[src/rtl/serial_digit_adder_pkg.sv]
// Shared definitions for the digit-serial adder.
//   state_e        : controller states (IDLE, RUN)
//   num_digits()   : number of DIGIT-wide slices in a WIDTH-bit operand
//   counter_width(): digit counter width, $clog2 of the digit count, at least 1
package serial_digit_adder_pkg;

    typedef enum logic [0:0] {
        IDLE = 1'b0,
        RUN  = 1'b1
    } state_e;

    // Guarded so an illegal DIGIT does not turn into a divide-by-zero
    // before the elaboration check in the top can report it.
    function automatic int num_digits(input int width, input int digit);
        if (digit < 1) begin
            return 1;
        end else begin
            return width / digit;
        end
    endfunction

    function automatic int counter_width(input int n_digits);
        int w;
        w = $clog2(n_digits);
        if (w < 1) begin
            return 1;
        end else begin
            return w;
        end
    endfunction

endpackage

[src/rtl/serial_digit_adder_digit_adder.sv]
// Combinational DIGIT-bit ripple adder built from the gate-level full-adder
// cell (also defined here as full_adder_cell).
// digit_adder ports:
//   a, b      : DIGIT-bit operand slices
//   cin       : carry into bit 0 of the slice
//   s         : DIGIT-bit sum slice
//   cout      : carry out of the slice MSB
//   cin_msb   : carry into the slice MSB (used for signed overflow)
// full_adder_cell ports: a, b, ci in; s, co out.
module full_adder_cell (
    input  logic a,
    input  logic b,
    input  logic ci,
    output logic s,
    output logic co
);
    logic p_s;

    assign p_s = a ^ b;
    assign s   = p_s ^ ci;
    assign co  = (a & b) | (ci & p_s);
endmodule

module digit_adder #(
    parameter int DIGIT = 4
) (
    input  logic [DIGIT-1:0] a,
    input  logic [DIGIT-1:0] b,
    input  logic             cin,
    output logic [DIGIT-1:0] s,
    output logic             cout,
    output logic             cin_msb
);
    logic [DIGIT:0] carry_s;

    assign carry_s[0] = cin;

    genvar gi;
    generate
        for (gi = 0; gi < DIGIT; gi++) begin : g_bit
            full_adder_cell u_fa (
                .a  (a[gi]),
                .b  (b[gi]),
                .ci (carry_s[gi]),
                .s  (s[gi]),
                .co (carry_s[gi+1])
            );
        end
    endgenerate

    assign cout    = carry_s[DIGIT];
    assign cin_msb = carry_s[DIGIT-1];
endmodule

[src/rtl/serial_digit_adder.sv]
// Digit-serial adder: adds two WIDTH-bit operands DIGIT bits per clock,
// least-significant digit first, with a start/busy/done handshake.
// Optional feature: define SERIAL_DIGIT_ADDER_SUB_EN to add a 'sub' input
// that turns the operation into a - b (B inverted, carry forced to 1).
// Ports:
//   clk, rst_n   : rising-edge clock, asynchronous active-low reset
//   start        : request; sampled only while busy=0
//   a, b         : operands, captured on the accepting edge
//   carry_in     : carry into bit 0, captured on the accepting edge
//   sub          : (SERIAL_DIGIT_ADDER_SUB_EN only) subtract select
//   busy         : operation in progress (NUM_DIGITS cycles)
//   done         : one-cycle result-valid pulse
//   sum          : result, held until the next done
//   carry_out    : carry out of bit WIDTH-1 (1 = no borrow when subtracting)
//   overflow     : signed overflow, carry into MSB XOR carry out of MSB
module serial_digit_adder
    import serial_digit_adder_pkg::*;
#(
    parameter int WIDTH = 16,
    parameter int DIGIT = 4
) (
    input  logic             clk,
    input  logic             rst_n,
    input  logic             start,
    input  logic [WIDTH-1:0] a,
    input  logic [WIDTH-1:0] b,
    input  logic             carry_in,
`ifdef SERIAL_DIGIT_ADDER_SUB_EN
    input  logic             sub,
`endif
    output logic             busy,
    output logic             done,
    output logic [WIDTH-1:0] sum,
    output logic             carry_out,
    output logic             overflow
);

    localparam int NUM_DIGITS = num_digits(WIDTH, DIGIT);
    localparam int CNT_W      = counter_width(NUM_DIGITS);
    localparam logic [CNT_W-1:0] LAST_CNT = CNT_W'(NUM_DIGITS - 1);

    generate
        if (DIGIT < 1) begin : g_bad_digit
            $error("serial_digit_adder: DIGIT must be at least 1");
        end else if ((WIDTH % DIGIT) != 0) begin : g_bad_width
            $error("serial_digit_adder: WIDTH must be a multiple of DIGIT");
        end
    endgenerate

    state_e             state_r;
    logic [WIDTH-1:0]   a_r;
    logic [WIDTH-1:0]   b_r;
    logic               carry_r;
    logic [CNT_W-1:0]   cnt_r;
    logic [WIDTH-1:0]   res_r;
    logic               busy_r;
    logic               done_r;
    logic [WIDTH-1:0]   sum_r;
    logic               carry_out_r;
    logic               overflow_r;

    logic [WIDTH-1:0]   b_load_s;
    logic               cin_load_s;
    logic [DIGIT-1:0]   dsum_s;
    logic               dcout_s;
    logic               dcmsb_s;
    logic [WIDTH-1:0]   res_next_s;

    // Operand B / carry values loaded on the accepting edge (inverted B for subtract).
    always_comb begin
        b_load_s   = b;
        cin_load_s = carry_in;
`ifdef SERIAL_DIGIT_ADDER_SUB_EN
        if (sub) begin
            b_load_s   = ~b;
            cin_load_s = 1'b1;
        end else begin
            b_load_s   = b;
            cin_load_s = carry_in;
        end
`endif
    end

    digit_adder #(
        .DIGIT (DIGIT)
    ) u_digit (
        .a       (a_r[DIGIT-1:0]),
        .b       (b_r[DIGIT-1:0]),
        .cin     (carry_r),
        .s       (dsum_s),
        .cout    (dcout_s),
        .cin_msb (dcmsb_s)
    );

    // New digit enters at the top; written as shift/OR so DIGIT == WIDTH
    // needs no special-cased slice.
    assign res_next_s = (res_r >> DIGIT) | (WIDTH'(dsum_s) << (WIDTH - DIGIT));

    // Controller, operand shift registers and registered result outputs.
    always_ff @(posedge clk or negedge rst_n) begin
        if (!rst_n) begin
            state_r     <= IDLE;
            a_r         <= '0;
            b_r         <= '0;
            carry_r     <= 1'b0;
            cnt_r       <= '0;
            res_r       <= '0;
            busy_r      <= 1'b0;
            done_r      <= 1'b0;
            sum_r       <= '0;
            carry_out_r <= 1'b0;
            overflow_r  <= 1'b0;
        end else begin
            done_r <= 1'b0;
            case (state_r)
                IDLE: begin
                    if (start) begin
                        a_r     <= a;
                        b_r     <= b_load_s;
                        carry_r <= cin_load_s;
                        cnt_r   <= '0;
                        busy_r  <= 1'b1;
                        state_r <= RUN;
                    end
                end
                RUN: begin
                    res_r   <= res_next_s;
                    a_r     <= a_r >> DIGIT;
                    b_r     <= b_r >> DIGIT;
                    carry_r <= dcout_s;
                    cnt_r   <= cnt_r + CNT_W'(1'b1);
                    if (cnt_r == LAST_CNT) begin
                        busy_r      <= 1'b0;
                        done_r      <= 1'b1;
                        sum_r       <= res_next_s;
                        carry_out_r <= dcout_s;
                        overflow_r  <= dcmsb_s ^ dcout_s;
                        state_r     <= IDLE;
                    end
                end
                default: begin
                    busy_r  <= 1'b0;
                    state_r <= IDLE;
                end
            endcase
        end
    end

    assign busy      = busy_r;
    assign done      = done_r;
    assign sum       = sum_r;
    assign carry_out = carry_out_r;
    assign overflow  = overflow_r;

endmodule

[config.mk]
export PLATFORM = sky130hd
export DESIGN_NAME = serial_digit_adder
export DESIGN_NICKNAME = d
export VERILOG_FILES = /design/src/rtl/serial_digit_adder_pkg.sv /design/src/rtl/serial_digit_adder_digit_adder.sv /design/src/rtl/serial_digit_adder.sv
export SDC_FILE = /design/constraint.sdc
export NUM_CORES = 1
export LEC_CHECK = 0
export CORE_ASPECT_RATIO = 0.9
export CORE_UTILIZATION = 51
export CTS_BUF_LIST = sky130_fd_sc_hd__clkbuf_16
export CTS_CLUSTER_SIZE = 28
export DETAILED_ROUTE_END_ITERATION = 7
export HOLD_SLACK_MARGIN = 0.1
export PLACE_DENSITY = 0.83
export SKIP_LAST_GASP = 1
export SYNTH_ARGS = -nofsm -noshare
export SYNTH_HDL_FRONTEND = slang
export SYNTH_SLANG_ARGS = --single-unit
[constraint.sdc]
create_clock -name clk -period 2.92 [get_ports clk]
set_input_delay 0.73 -clock clk [delete_from_list [all_inputs] [get_ports clk]]
set_output_delay 0.73 -clock clk [all_outputs]
set_load 0.005 [all_outputs]
==> impl_results.md <==
- Crit path DAT: 2.55 ns
- Peak VDD IR: 0.612 mV
- Layout cell share with drive strength beyond 1: 15.9%
- Pin count of the biggest net entering global routing: 75
- Clk pwr share: 27.3%
- Die width: 82.2 um
- Dominant synthesized flop cell: dfrtp_1
- Non-filler instance count after layout: 357
- Net Sw Frac: 29.5%
- Mapped Area: 2950 um2
- Diodes inserted: 0
- Post-layout util: 70.2%
- Clock Sinks: 68
- RSZ-0062 raised after global routing: no
- TritonRoute pass-1 iters: 4
- Clock buffer depth: 2
- Reg area: 1700 um2
- Internal power: 2.72 mW
- Switching pwr: 1.14 mW
- Final hold vios: 0
- # resized after CTS: 0
- Minimum clock period: 2.34 ns
- Worst Path Required: 3.13 ns
- CTS hold repair buffers: 0
- Worst-path clk slew: 0.05 ns
- Worst Max-Slew Pin Slew: 0.754 ns
- Detailed Route WL: 5230 um
- Final HPWL DP: 3400 um
- P&R area growth vs syn: 28.7%
- Num ports: 56
- Global-route wire length before repair: 9110 um
- Leading area contributor after synthesis: dfrtp_1
- Setup bufs post-CTS: 0
- Post-synth top area share: 57.7%
- Wire per inst: 14.6 um
- Synth unique cells: 20
- CP endpoint kind: flip-flop
- H-tree level count: 3
- Routability cong.: 0.708
- Status: completed
- Die area: 6100 um2
- Core Area: 5410 um2
- Number of flops mapped to enable cells by yosys: 0
- Fin area: 3800 um2
- Comb pwr share: 32.3%
- Setup WS post-layout: 0.583 ns
- Max Fclk: 0.428 GHz
- Count of final setup violators: 0
- Leakage: 1.82 nW
- Seq/Total Area, Yosys: 57.7%
- GRT Residual Overflow: 0
- Syn Area/Cell: 12.9 um2
- Die Y: 74.2 um
- Sequential power share: 40.5%
- Synth warnings: 0
- Setup TNS: 0 ns
- CTS Buf Count: 9
- Skew final: 0.00600 ns
- Relative slew slack: 49.7%
- Port bufs: 55
- Worst skew pair latency: 0.33 ns
- Crit-path max FO: 3
- Placed inst area: 3510 um2
- CTS tree: built
- Vias in the first global route: 1871
- Slowest cell on the critical path: fa_1
- Post-Synthesis Net Count: 270
- Remaining DRCs: 0
- Via/cell ratio: 5.12
- Cells after synthesis: 229
- Async set-reset flop share out of synthesis: 100%
- Slew Limit Fails: 0
- Worst slack, placed: 0.605 ns
- DP Cell Count: 341
- Multi-input logic area: 1090 um2
- Antenna Nets Post-Route: 0
- CP max stage delay: 0.43 ns
- Largest cells by area after synthesis: dfrtp_1 58%, mux2i_1 14%, mux2_2 7.2%, o21ai_0 4.1%, mux2_4 3.1%
- Root Driver: clkbuf_16
- Initial antenna violation count: 0
- Pwr dens: 1020 nW/um2
- All-Layer GR Usage: 20.8%
- CP most frequent cell: fa_1
- DR vias: 1829
- Nets: 326
- Startpoint types: flip-flop
- Rows: 25
- Fin crit share: 80.0%
- CP Class: flip-flop to flip-flop
- Crit-path cells: inv_1 > fa_1 > inv_1 > fa_1 > fa_1 > inv_1 > fa_1 > xnor2_1 > mux2_2
- Initial Util: 54.5%
- Initial detailed-routing violation count: 58
- Layout fillers: 399
- Hold Crit Class: input pin to async pin
- #FFs+latches synth: 68
- Max-Cap Viols: 0
-- metal layers --
metal	global-route usage, %	wire (um)	part of all wire (%)
met1	25.9	2290	44
met2	32.7	2570	49
met3	9.45	275	5.3
met4	6.43	83	1.6
met5	0	0	0
-- final timing paths --
check / start / endpoint / slack, ns / cells past startpoint
setup / recovery: carry_r$_DFFE_PN0P_ / overflow$_DFFE_PN0P_ / 0.58 / 9
hold / removal: rst_n / b_r[15]$_DFFE_PN0P_ / 0.47 / 1
setup reg to reg: carry_r$_DFFE_PN0P_ / overflow$_DFFE_PN0P_ / 0.58 / 9
hold reg to reg: b_r[12]$_DFFE_PN0P_ / b_r[8]$_DFFE_PN0P_ / 0.48 / 2
max in group asynchronous: rst_n / state_r$_DFF_PN0_ / 1.79 / 2
min in group clk: b_r[12]$_DFFE_PN0P_ / b_r[8]$_DFFE_PN0P_ / 0.48 / 2
-- state kept, by name, summed over array words and instances (netlist names) --
register   count
done           1
sum           16
res_r         12
cnt_r          2
b_r           16
overflow       1
carry_r        1
state_r        1
carry_out      1
busy           1
a_r           16
-- cells by family (layout without fill, tap and decap cells) --
kind of cell             after synthesis  in the layout  share of synthesized area (%)
multiplexers                          65             65                           23.9
buffers and inverters                 27             88                           5.38
XOR/XNOR                               1              1                          0.297
AND/OR/NAND/NOR                       36             36                           4.92
AO/OA/AOI/OAI                         27             27                           4.75
flip-flops                            68             68                           57.7
adder cells (fa/ha/maj)                5              5                           3.14
-- power by group through the flow --
stage | Clock (mW) | Sequential (mW) | Combinational, mW
finish | 1.05 | 1.56 | 1.24
global route | 1.12 | 1.62 | 1.39
CTS | 1.07 | 1.57 | 1.26
detailed placement | 0 | 1.58 | 1.25
global placement | 0 | 1.56 | 1.21
floorplan | 0 | 1.53 | 0.832
-- area by class of cell --
cell class              instances  area share (%)
clock buffers                   9            5.93
multi-input cells             134            28.7
repair buffers                 58            15.2
clock inverters                 7            1.75
inverters                      14            1.38
flip-flops and latches         68            44.8
well taps                      67            2.21
-- layout by cell type (no fill, tap or decap), types with 2 or more instances in the layout --
cell type and instances:
mux2i_1 40, fa_1 4, clkinv_1 2, buf_4 2
buf_2 2, o21ai_0 24, mux2_4 6, nand2_1 24
clkbuf_16 9, clkinvlp_4 2, nor2_1 10, dfrtp_1 67
inv_1 14, mux2_2 19, clkdlybuf4s50_1 53
-- synth_stat cells (2+ instances only) --
cell type	number
mux2i_1	40
fa_1	4
mux2_4	6
buf_4	2
buf_2	4
o21ai_0	24
nor2_1	10
mux2_2	19
nand2_1	24
dfrtp_1	68
inv_1	14
buf_6	6
-- metrics by stage --
| step | hold WS (ns) | total power [mW] |
|---|---|---|
| 3_5_place_dp | 0.473 | 2.83 |
| 2_1_floorplan | 0.434 | 2.36 |
| 4_1_cts | 0.488 | 3.91 |
| 5_1_grt | 0.507 | 4.12 |
| 6_report | 0.469 | 3.86 |
| 3_3_place_gp | 0.465 | 2.77 |
-- critical path: cells and delay by family (launching register included) --
| family | cells | cell delay [ns] |
|---|---|---|
| fa+ha+maj | 4 | 1.25 |
| xor+xnor | 1 | 0.16 |
| flops | 1 | 0.34 |
| mux | 1 | 0.26 |
| buf+inv | 3 | 0.21 |
No activity file was read; power rests on OpenSTA's default activity.
